===== src/rtl/cpu_types_pkg.sv =====
// rtl/cpu_types_pkg.sv - shared CPU types: request sequencer states and defaults
package cpu_types_pkg;

    typedef enum logic [1:0] {
        FETCH,
        DATA,
        HALTED
    } reqstate_t;

    localparam int REQ_WAIT_DEFAULT = 64;

endpackage


===== src/rtl/req_timer.sv =====
// rtl/req_timer.sv - saturating wait counter with clear/enable and an expired flag
module req_timer #(
    parameter int MAX = 64,
    parameter int W   = $clog2(MAX + 1)
) (
    input  logic clk,
    input  logic rst,
    input  logic clr,
    input  logic en,
    output logic expired
);

    localparam logic [W-1:0] MAX_V = W'(MAX);

    logic [W-1:0] r_count;

    always_ff @(posedge clk) begin
        if (rst || clr) begin
            r_count <= '0;
        end else if (en && (r_count != MAX_V)) begin
            r_count <= r_count + 1'b1;
        end
    end

    assign expired = (r_count == MAX_V);

endmodule


===== src/rtl/request_unit.sv =====
// rtl/request_unit.sv - fetch/data request sequencer; REQ_PERF_CNT_EN adds perf counters
module request_unit
    import cpu_types_pkg::*;
#(
    parameter int MAX_WAIT = REQ_WAIT_DEFAULT,
    parameter int CNT_W    = 32
) (
    input  logic             CLK,
    input  logic             RST,
    input  logic             memREN_i,
    input  logic             memWEN_i,
    input  logic             halt_i,
    input  logic             ihit,
    input  logic             dhit,
    output logic             imemREN,
    output logic             dmemREN,
    output logic             dmemWEN,
    output logic             pc_en,
    output logic             halted,
    output logic             req_err,
    output logic [CNT_W-1:0] instr_cnt,
    output logic [CNT_W-1:0] stall_cnt
);

    reqstate_t r_state;
    logic      r_ren;
    logic      r_wen;
    logic      r_halt;
    logic      r_req_err;

    logic w_in_fetch;
    logic w_in_data;
    logic w_mem_op;
    logic w_expired;
    logic w_pc_en;

    assign w_in_fetch = (r_state == FETCH);
    assign w_in_data  = (r_state == DATA);
    assign w_mem_op   = memREN_i | memWEN_i;

    req_timer #(
        .MAX(MAX_WAIT)
    ) u_wait (
        .clk    (CLK),
        .rst    (RST),
        .clr    (~w_in_data | dhit),
        .en     (w_in_data & ~dhit),
        .expired(w_expired)
    );

    assign w_pc_en = ~RST & ((w_in_fetch & ihit & ~w_mem_op & ~halt_i) |
                             (w_in_data & dhit));

    // Requests drop in the cycle the wait budget is exhausted.
    assign imemREN = ~RST & w_in_fetch;
    assign dmemREN = ~RST & w_in_data & r_ren & ~w_expired;
    assign dmemWEN = ~RST & w_in_data & r_wen & ~w_expired;
    assign pc_en   = w_pc_en;
    assign halted  = ~RST & (r_state == HALTED);
    assign req_err = ~RST & r_req_err;

    always_ff @(posedge CLK) begin
        if (RST) begin
            r_state   <= FETCH;
            r_ren     <= 1'b0;
            r_wen     <= 1'b0;
            r_halt    <= 1'b0;
            r_req_err <= 1'b0;
        end else begin
            case (r_state)
                FETCH: begin
                    if (ihit && w_mem_op) begin
                        r_wen   <= memWEN_i;
                        r_ren   <= memREN_i & ~memWEN_i;
                        r_halt  <= halt_i;
                        r_state <= DATA;
                        if (memREN_i && memWEN_i) begin
                            r_req_err <= 1'b1;
                        end
                    end else if (ihit && halt_i) begin
                        r_state <= HALTED;
                    end
                end
                DATA: begin
                    if (dhit) begin
                        r_ren   <= 1'b0;
                        r_wen   <= 1'b0;
                        r_state <= r_halt ? HALTED : FETCH;
                    end else if (w_expired) begin
                        r_ren     <= 1'b0;
                        r_wen     <= 1'b0;
                        r_req_err <= 1'b1;
                        r_state   <= HALTED;
                    end
                end
                HALTED: r_state <= HALTED;
                default: r_state <= FETCH;
            endcase
        end
    end

`ifdef REQ_PERF_CNT_EN
    logic [CNT_W-1:0] r_instr_cnt;
    logic [CNT_W-1:0] r_stall_cnt;

    always_ff @(posedge CLK) begin
        if (RST) begin
            r_instr_cnt <= '0;
            r_stall_cnt <= '0;
        end else begin
            if (w_pc_en) begin
                r_instr_cnt <= r_instr_cnt + 1'b1;
            end
            if (w_in_data) begin
                r_stall_cnt <= r_stall_cnt + 1'b1;
            end
        end
    end

    assign instr_cnt = RST ? '0 : r_instr_cnt;
    assign stall_cnt = RST ? '0 : r_stall_cnt;
`else
    assign instr_cnt = '0;
    assign stall_cnt = '0;
`endif

endmodule


===== config.mk =====
export PLATFORM = sky130hd
export DESIGN_NAME = request_unit
export DESIGN_NICKNAME = d
export VERILOG_FILES = /design/src/rtl/cpu_types_pkg.sv /design/src/rtl/req_timer.sv /design/src/rtl/request_unit.sv
export SDC_FILE = /design/constraint.sdc
export NUM_CORES = 1
export LEC_CHECK = 0
export CORE_AREA = 2 2 69 71
export CTS_BUF_LIST = sky130_fd_sc_hd__clkbuf_2
export CTS_CLUSTER_DIAMETER = 30
export DETAILED_ROUTE_END_ITERATION = 16
export DIE_AREA = 0 0 71 73
export GPL_TIMING_DRIVEN = 0
export SYNTH_ARGS = -nofsm -noshare
export SYNTH_HDL_FRONTEND = slang
export SYNTH_HIERARCHICAL = 1
export SYNTH_SLANG_ARGS = --single-unit

===== constraint.sdc =====
create_clock -name CLK -period 2.75 [get_ports CLK]
set_input_delay 0.55 -clock CLK [delete_from_list [all_inputs] [get_ports CLK]]
set_output_delay 0.55 -clock CLK [all_outputs]
set_load 0.1 [all_outputs]

==> metrics <==
I/O Pins=77; Worst Setup SP=RST; RR Endpoint=r_wen; First-pass DRT Iterations=4; Tot GR Track Use=between 7 and 8%; outcome=completed; DR vias=1003; final hold violations=0; Core ar.=4540 um2; # clock sinks=13; Min Hold Slack=roughly 0.48 ns; worst min path class=reg -> reg; CTS Buf Count=3; Worst-Margin Slew=0.553 ns; critical path class=in -> out; Fin Clk Skew=0.0133 ns; fill count=476; final WL=2060 um; area share of the largest cell type after synthesis=38.8%; H-tree levels=1; slowest cell on the critical path=clkdlybuf4s15_2; R2R cell count=7; Syn Inst Count=155; diodes inserted=0; Final Critical Period=2.63 ns; clk slew on worst S/H paths=between 0.1 and 0.15 ns; cells along the critical path=clkdlybuf4s50_1, clkbuf_2, nor3b_2, clkdlybuf4s15_2; RSZ-0062 raised after global routing=no; dpl hpwl=approximately 1700 um; Iter 0 DRT Violations=45; worst path bufs/invs=3; GP Congestion=0.803; Crit path arrival time=2.08 ns; Worst EP required=2.20 ns; Max FO, Critical Path=10; Seq/Total Area, Yosys=20.7%; Final Non-Filler Cells=between 200 and 300; Initial Util=approximately 28%; largest net degree at the start of global routing=11; area grow syn2layout=37.3%; # Post-CTS Setup Buffers=0; clk buf depth=2; Ys Warns=6; clock latency at the later pin of the worst-skew pair=0.29 ns; Syn Area/Cell=approximately 8 um2; Final setup viols=0; Worst Hold Path EP=r_wen; fin nets=244; leakage power=a little over 0.9 nW; Synth Cell Area=roughly 1300 um2; Pwr per Cell Area=roughly 500 nW/um2; Peak VDD IR=0.169 mV; Placed Cells=284; relative slew slack=63.3%; Worst path top cell family by delay=buffers and inverters; Avg WL per Cell=roughly 7.1 um; r2r startpoint=u_wait/r_count[0]; Synth area leader=buf_4; die area=around 5200 um2; FF-to-FF setup slack=0.71 ns; hold depth=2; cts hold-fix bufs=0; register area=260 um2; synth top area cells=buf_4, dfxtp_1, mux2i_1; initial antenna violation count=0; Die W=71 um; Startpoint Class=primary input; maximum clock rate=0.380 GHz; Hold Crit Start=r_wen; DIE HEIGHT=73 um; CTS tree=yes; num rows=25; root buf cell=clkbuf_2; #FFs+latches synth=13; Antenna Violating Nets Remaining=0; multi-input logic area=between 700 and 800 um2; post-synthesis cell type count=39; IO Port Bufs=12; Via density=3.48; count of pins over their slew limit=0; largest stage delay on the critical path=0.58 ns; Remaining Overflow, GRT=0; # DRC=0; Final period util=a little over nine tenths; number of global-route vias before repair=around 760; share of cells above drive strength 1=between 30% and 40%; element type at the critical path end=output pin; max cap viols=0; first-pass GRT wire length=3110 um
-- state kept, by name (all words and copies together), names as in the netlist --
signal          flops
r_wen               1
u_wait/r_count      7
r_req_err           1
r_halt              1
r_state             2
r_ren               1
-- worst register-to-register path: stages (launching register included) --
cell and delay (ns):
dfxtp_1 0.37, inv_1 0.08, ha_1 0.14, or4b_1 0.50, nor3_4 0.25, nor4b_2 0.11, a211oi_2 0.31, mux2i_1 0.22
-- layout by cell type, fill, tap and decap left out, types with 2 or more instances in the layout --
master	count
nand2_1	7
a21oi_1	4
o21ai_0	4
nor4b_2	3
nand2b_1	3
or2_2	2
mux2i_1	4
nand4_1	3
xor2_1	2
dfxtp_1	13
clkdlybuf4s50_1	6
conb_1	64
clkdlybuf4s15_2	4
or2b_1	2
ha_1	2
clkbuf_2	4
nor2b_1	2
or4b_1	2
inv_1	5
or3_1	2
buf_4	65
buf_2	2
nor2_1	8
nand3b_1	2
-- where the power goes --
group	leakage (nW)	switching, mW	total, mW	internal (mW)
clock	0.0164	0.0698	0.103	0.0329
sequential	0.106	0.00252	0.198	0.195
combinational	0.787	0.457	0.561	0.105
-- synth_stat cells --
cell type	n
or4b_1	2
a211oi_2	1
or2b_1	2
clkbuf_1	1
nand2b_1	3
buf_6	1
nor2_1	8
or2_2	2
a32oi_1	1
nand2_1	7
a31o_1	1
xor2_1	2
nor4b_2	1
dfxtp_1	13
nor3_1	2
ha_1	2
nor3b_1	1
nand4_1	3
nand3b_1	2
and3_1	1
mux2i_1	4
and2_1	1
nand3_1	1
o21ai_0	4
conb_1	1
or3_1	2
o21a_1	1
nor2b_4	1
a21o_1	1
nand4b_1	1
nor2b_1	2
buf_4	65
inv_1	5
a2bb2oi_1	1
nor4_1	1
nor4b_1	2
a21oi_1	4
o21ba_2	1
o31a_1	1
-- area by class of cell --
cell class | instances | area share (%)
clock buffer | 3 | 0.869
buffer | 67 | 29.2
multi-input combinational | 133 | 42.9
inverter | 5 | 1.09
sequential | 13 | 15.1
timing repair buffer | 12 | 6.66
tap | 54 | 3.91
clock inverter | 1 | 0.290
-- per-stage QoR --
step | power [mW] | cell area (um2) | setup WS (ns) | TNS, ns | util (%)
detailed placement | 0.761 | 1700 | -0.653 | -3.31 | 37.5
floorplan | 0.732 | 1510 | -0.421 | -0.841 | -
global route | 0.892 | 1730 | 0.0324 | 0 | 38.1
CTS | 0.863 | 1730 | -0.0850 | -0.0850 | 38.1
finish | 0.862 | 1730 | 0.117 | 0 | 38.1
global placement | 0.762 | 1700 | -0.655 | -3.32 | 37.5
-- worst max-delay path by stage --
stage,endpoint,slack [ns],depth (start not counted)
floorplan,dmemREN,-0.42,5
global placement,dmemWEN,-0.66,4
detailed placement,dmemWEN,-0.65,4
CTS,dmemWEN,-0.09,6
global route,pc_en,0.03,5
finish,halted,0.12,4
-- what timing repair did --
item	CTS	global route
resized for setup	23	5
endpoints found under the setup margin	6	6
pin swaps	0	0
-- layer usage --
| layer | wire length, um | up-vias | track usage (%) |
|---|---|---|---|
| li1 | - | 546 | - |
| met1 | 935 | 405 | 9.74 |
| met2 | 869 | 48 | 11.1 |
| met3 | 223 | 4 | 0.829 |
| met4 | 30 | 0 | 4.61 |
| met5 | 0 | - | 0 |
-- logic make-up (layout without fill, tap and decap cells) --
| family | count (synthesis) | in the layout | synth area share (%) |
|---|---|---|---|
| mux | 4 | 4 | 3.18 |
| compound gates | 16 | 16 | 8.95 |
| flops | 13 | 13 | 20.7 |
| simple gates | 45 | 45 | 22.1 |
| fa+ha+maj | 2 | 2 | 1.99 |
| other cells | 1 | 64 | 0.298 |
| buf+inv | 72 | 88 | 41.5 |
| xor+xnor | 2 | 2 | 1.39 |
Note: power is estimated with default switching activity, not from simulation.
